[config.mk]
export PLATFORM = sky130hd
export DESIGN_NAME = riscv_instr_fetch_ctrl
export DESIGN_NICKNAME = d
export VERILOG_FILES = /design/src/rtl/riscv_instr_fetch_ctrl.sv
export SDC_FILE = /design/constraint.sdc
export NUM_CORES = 1
export LEC_CHECK = 0
export CAP_MARGIN = 15
export CORE_UTILIZATION = 40
export DETAILED_ROUTE_END_ITERATION = 12
export GPL_TIMING_DRIVEN = 0
export PLACE_DENSITY_LB_ADDON = 0.12
export SLEW_MARGIN = 20
export SYNTH_ARGS = -nofsm -noshare
export SYNTH_HDL_FRONTEND = slang
export SYNTH_SLANG_ARGS = --single-unit
export TNS_END_PERCENT = 10
[constraint.sdc]
create_clock -name clk -period 2.6 [get_ports clk]
set_input_delay 0.52 -clock clk [delete_from_list [all_inputs] [get_ports clk]]
set_output_delay 0.52 -clock clk [all_outputs]
set_load 0.1 [all_outputs]
[src/rtl/riscv_instr_fetch_ctrl.sv]
// riscv_instr_fetch_ctrl: instruction fetch controller, one outstanding memory transaction, pushes returned words into the fetch FIFO.
// Ports:
//   clk, rst                     clock, synchronous active-high reset
//   req_i                        core enables fetching
//   branch_i, branch_addr_i      redirect pulse and byte target (clears the FIFO)
//   hwlp_i, hwlp_addr_i          hardware-loop jump pulse and target (no clear)
//   instr_req_o/addr_o/gnt_i     memory request channel
//   instr_rvalid_i/rdata_i       memory response channel
//   fifo_valid_o/addr_o/rdata_o  FIFO push port, fifo_ready_i gates new requests
//   fifo_clear_o                 FIFO flush on branch
//   fifo_replace2_o, fifo_is_hwlp_o  mark the first push after a hardware-loop jump
//   busy_o                       a memory transaction is outstanding
module riscv_instr_fetch_ctrl (
    input  logic        clk,
    input  logic        rst,
    input  logic        req_i,
    input  logic        branch_i,
    input  logic [31:0] branch_addr_i,
    input  logic        hwlp_i,
    input  logic [31:0] hwlp_addr_i,
    output logic        instr_req_o,
    output logic [31:0] instr_addr_o,
    input  logic        instr_gnt_i,
    input  logic        instr_rvalid_i,
    input  logic [31:0] instr_rdata_i,
    output logic        fifo_valid_o,
    output logic [31:0] fifo_addr_o,
    output logic [31:0] fifo_rdata_o,
    input  logic        fifo_ready_i,
    output logic        fifo_clear_o,
    output logic        fifo_replace2_o,
    output logic        fifo_is_hwlp_o,
    output logic        busy_o
);
    typedef enum logic [1:0] {IDLE, WAIT_GNT, WAIT_RVALID, WAIT_ABORTED} state_t;
    state_t      r_state, w_next;
    logic [31:0] r_fetch_addr;
    logic [31:0] r_resp_addr;
    logic        r_hwlp_pend;
    logic        w_redirect, w_can_req, w_grant;

    assign w_redirect      = branch_i | hwlp_i;
    assign w_can_req       = req_i & fifo_ready_i & ~w_redirect;
    assign w_grant         = instr_req_o & instr_gnt_i;
    assign instr_addr_o    = {r_fetch_addr[31:2], 2'b00};
    assign fifo_addr_o     = r_resp_addr;
    assign fifo_rdata_o    = instr_rdata_i;
    assign fifo_clear_o    = branch_i;
    assign fifo_replace2_o = fifo_valid_o & r_hwlp_pend;
    assign fifo_is_hwlp_o  = fifo_valid_o & r_hwlp_pend;
    assign busy_o          = (r_state == WAIT_RVALID) || (r_state == WAIT_ABORTED);

    always_ff @(posedge clk) begin
        if (rst) r_state <= IDLE;
        else     r_state <= w_next;
    end

    always_comb begin
        w_next       = r_state;
        instr_req_o  = 1'b0;
        fifo_valid_o = 1'b0;
        case (r_state)
            IDLE: begin
                instr_req_o = w_can_req;
                if (w_can_req) w_next = instr_gnt_i ? WAIT_RVALID : WAIT_GNT;
            end
            WAIT_GNT: begin
                // the request is held until granted; a granted word hit by a redirect must still be drained
                instr_req_o = 1'b1;
                if (w_redirect)       w_next = instr_gnt_i ? WAIT_ABORTED : IDLE;
                else if (instr_gnt_i) w_next = WAIT_RVALID;
            end
            WAIT_RVALID: begin
                if (w_redirect) w_next = instr_rvalid_i ? IDLE : WAIT_ABORTED;
                else if (instr_rvalid_i) begin
                    fifo_valid_o = 1'b1;
                    instr_req_o  = w_can_req;
                    w_next       = !w_can_req ? IDLE : instr_gnt_i ? WAIT_RVALID : WAIT_GNT;
                end
            end
            WAIT_ABORTED: if (instr_rvalid_i) w_next = IDLE;
            default: w_next = IDLE;
        endcase
    end

    always_ff @(posedge clk) begin
        if (rst) begin
            r_fetch_addr <= 32'h0;
            r_resp_addr  <= 32'h0;
            r_hwlp_pend  <= 1'b0;
        end else begin
            if (branch_i)     r_fetch_addr <= branch_addr_i;
            else if (hwlp_i)  r_fetch_addr <= hwlp_addr_i;
            else if (w_grant) r_fetch_addr <= {r_fetch_addr[31:2], 2'b00} + 32'd4;
            // bit 1 survives only for a halfword redirect target; sequential addresses are word aligned
            if (w_grant) r_resp_addr <= r_fetch_addr & 32'hFFFF_FFFE;
            if (branch_i)          r_hwlp_pend <= 1'b0;
            else if (hwlp_i)       r_hwlp_pend <= 1'b1;
            else if (fifo_valid_o) r_hwlp_pend <= 1'b0;
        end
    end
endmodule

==> summary.md, run 1 <==
| Metric | Value |
|---|---|
| Die Wd | `101 um` |
| Core ar. | `9370 um2` |
| Largest net degree at the start of global routing | `13` |
| Worst-Margin Slew | `0.988 ns` |
| Post-synth EDFFs | `0` |
| CP required | `2.08 ns` |
| Antenna violations before repair | `0` |
| Top delay family on crit path | `buffers and inverters` |
| Antenna Violating Nets Remaining | `0` |
| Final Max Slew Viols | `0` |
| Share of layout cells above drive strength 1 | `0.199` |
| Met3 routed WL | `1350 um` |
| I/O pin total | `206` |
| Arr. time, crit path | `2.07 ns` |
| Dpl cell area | `5790 um2` |
| Cells after synthesis | `515` |
| Fin area | `5980 um2` |
| WL met2 | `6800 um` |
| Pwr Total | `3.04 mW` |
| Layout Nets | `799` |
| Clk_skew | `0.0109 ns` |
| Clock buffer depth | `2` |
| Largest cells by area after synthesis | `dfxtp_1 33%, buf_4 13%, nand2_1 7.9%, a21oi_1 6.5%, nor2_1 2.8%` |
| Yosys warns | `0` |
| Area Overhead vs Synth | `52.1%` |
| Mapped Area | `3930 um2` |
| Max-slew headroom | `0.339` |
| Synth top area share | `0.331` |
| Die Y | `101 um` |
| Hold buffer count at CTS | `0` |
| H-tree lvl count | `3` |
| Crit-path max FO | `6` |
| DRT iter0 DRCs | `251` |
| Leakage power | `2.26 nW` |
| Residual DRC count | `0` |
| Bufs and invs on worst path | `2` |
| CP startpoint kind | `register` |
| Min-Delay Path Class | `register to register` |
| Cell Pwr Density | `508 nW/um2` |
| Port bufs | `166` |
| Max stage delay on crit path | `1.13 ns` |
| Sink Count | `65` |
| Fmax | `386 MHz` |
| # diodes | `0` |
| Critical Path End Type | `output port` |
| DP Wirelength | `10600 um` |
| Tmin final | `2.59 ns` |
| Status | `complete, no violations` |
| Site Rows | `35` |
| RSZ-0062 raised after global routing | `false` |
| Filler cell count in the final layout | `902` |
| Yosys top cell by area | `dfxtp_1` |
| Reg clk slew, reported paths | `0.07 ns` |
| Max-cap violation count | `0` |
| Vias | `4596` |
| Cell Chain, Critical Path | `buf_4, clkdlybuf4s50_1` |
| Avg WL per Cell | `17.2 um` |
| Top layer reached by signal wires | `met4` |
| Peak VDD IR | `0.371 mV` |
| Final Hold Fails | `0` |
| Yosys cell types | `57` |
| Tot GR Track Use | `0.274` |
| Slowest cell on the critical path | `clkdlybuf4s50_1` |
| Number of global-route vias before repair | `4266` |
| First-pass GRT wire length | `21500 um` |
| Iteration count of the initial detailed-routing pass | `5` |
| WS Path Type | `register to output port` |
| Fin Setup TNS | `0 ns` |
| Met1 WL | `5920 um` |
| Clk Latency, worst-skew pair | `0.36 ns` |
| Main flop type after synthesis | `dfxtp_1` |
| CTS Buf Count | `9` |
| Ys async rst share | `0` |
| Wirelength, routed | `14300 um` |
| Initial core utilization | `0.420` |
| Final setup viols | `0` |
| Register bit total from synthesis | `65` |
| Part of the Yosys area used for sequential elements | `0.331` |
| Overflow after GRT | `0` |
| Die ar. | `10200 um2` |
| Root Buffer | `clkbuf_8` |
| DR vias/cell | `5.55` |
| TritonCTS clock tree | `yes` |
| Final Cycle Share | `0.997` |
| Synthesized area per cell | `7.64 um2` |
| GP Congestion | `0.905` |
per-stage QoR:
| stage | worst slack [ns] | util | cells | hold slack, ns |
|---|---|---|---|---|
| after detailed placement | -1.56 | 0.617 | 812 | 0.447 |
| after global routing | 0.000164 | 0.638 | 828 | 0.483 |
| after global placement | -1.56 | 0.617 | 812 | 0.442 |
| after floorplan | -0.0775 | - | 517 | 0.431 |
| final | 0.00863 | 0.638 | 828 | 0.458 |
| after CTS | 0.000770 | 0.639 | 828 | 0.459 |
worst min-delay path: cells and delay by family (launching register included):
kind / cells / cell delay, ns
DFF: 1 / 0.31
and+or+nand+nor: 1 / 0.05
AOI/OAI and AO/OA: 1 / 0.05
cell usage in the layout (no fill, tap or decap), drive strengths merged, types with 5 or more instances in the layout:
cell type	instances
o21ai	14
nand4	8
o221ai	5
buf	102
nand3	19
dfxtp	65
o211ai	7
and3	11
clkdlybuf4s50	136
mux2i	5
clkbuf	38
a21oi	51
nand2	83
nor2	29
inv	6
nor4	8
nor3	6
a22oi	11
a211oi	12
o31ai	7
registers in the layout, summed over array words and instances, names as in the netlist:
name / count
r_state: 2
r_hwlp_pend: 1
fifo_addr_o: 31
r_fetch_addr: 31
cell families after synthesis:
logic type / count (synthesis) / synth area share
and+or+nand+nor: 183 / 0.221
AOI/OAI and AO/OA: 145 / 0.249
buffers and inverters: 110 / 0.171
DFF: 65 / 0.331
xor gates and xnor gates: 5 / 0.0111
muxes: 5 / 0.0127
adders and majority gates: 1 / 0.00318
other: 1 / 0.000953
final cells by class:
type / instances / area, um2 / share of cell area
clock inverters: 6 / 66.3 / 0.0111
repair buffers: 167 / 1620 / 0.270
well taps: 129 / 161 / 0.0270
inverters: 7 / 30.0 / 0.00502
clock buffers: 10 / 138 / 0.0230
multi-input cells: 342 / 2000 / 0.334
flip-flops and latches: 65 / 1300 / 0.218
plain buffers: 102 / 671 / 0.112
what timing repair did:
item / CTS / global route
setup buffers: 0 / 1
pin swaps: 0 / 1
hold endpoints to repair: 0 / 0
endpoints found under the setup margin: 63 / 51
gates resized for setup: 49 / 18
path summary, 6_finish.rpt:
path	startpoint	endpoint	slack (ns)	cells after the start
max	r_fetch_addr[3]$_SDFFE_PP0P_	instr_addr_o[3]	0.009	2
min	fifo_addr_o[8]$_SDFFE_PP0P_	fifo_addr_o[8]$_SDFFE_PP0P_	0.46	2
max reg2reg	r_fetch_addr[3]$_SDFFE_PP0P_	r_fetch_addr[20]$_SDFFE_PP0P_	0.15	8
min reg2reg	fifo_addr_o[8]$_SDFFE_PP0P_	fifo_addr_o[8]$_SDFFE_PP0P_	0.46	2
routing by layer:
layer  vias to the layer above  GRT usage
li1                       2157          -
met1                      2169      0.343
met2                       246      0.468
met3                        24     0.0683
met4                         0     0.0713
met5                         -          0
Yosys cell counts, types with 2 or more instances:
master	number
and2_1	3
o221a_2	2
a31oi_1	2
nor2b_1	2
nand4_1	8
a211oi_1	12
o22ai_1	4
clkbuf_2	2
clkbuf_1	27
o31a_1	4
mux2i_1	5
nor4_1	7
and4_1	3
a221oi_1	4
or2_2	3
a21oi_1	51
o21ai_0	14
nand3_1	17
and3_1	11
a221o_1	4
inv_1	6
nand3_2	2
a222oi_1	3
o31ai_1	7
dfxtp_1	65
buf_1	3
buf_2	3
a31o_2	2
o311ai_0	4
or3_1	2
nor3_1	6
nor2_1	29
xnor2_1	4
o32ai_1	2
a22oi_1	11
nand2_1	83
buf_4	68
o211ai_1	7
o221ai_1	5
where the power goes:
group          internal (mW)  switching (mW)  total, mW  leakage (nW)
Clock                  0.470           0.432      0.902        0.0949
Combinational          0.338           0.702       1.04          1.64
Sequential              1.03          0.0620       1.10         0.530
Total                   1.84            1.20       3.04          2.26
(Power assumes the default switching activity.)
==> run 2, diff against run 1 <==
--- a/config.mk
+++ b/config.mk
@@ -5,7 +5,7 @@
 export SDC_FILE = /design/constraint.sdc
 export NUM_CORES = 1
 export LEC_CHECK = 0
-export CAP_MARGIN = 15
+export CAP_MARGIN = 25
 export CORE_UTILIZATION = 40
 export DETAILED_ROUTE_END_ITERATION = 12
 export GPL_TIMING_DRIVEN = 0
==> results of run 2 <==
Same layout as run 1: the final DEF is identical, and so are final timing and power.
==> run 3, diff against run 2 <==
--- a/config.mk
+++ b/config.mk
@@ -7,6 +7,7 @@
 export LEC_CHECK = 0
 export CAP_MARGIN = 25
 export CORE_UTILIZATION = 40
+export CTS_CLUSTER_SIZE = 24
 export DETAILED_ROUTE_END_ITERATION = 12
 export GPL_TIMING_DRIVEN = 0
 export PLACE_DENSITY_LB_ADDON = 0.12
==> results of run 3 <==
Same layout as run 1: the final DEF is identical, and so are final timing and power.
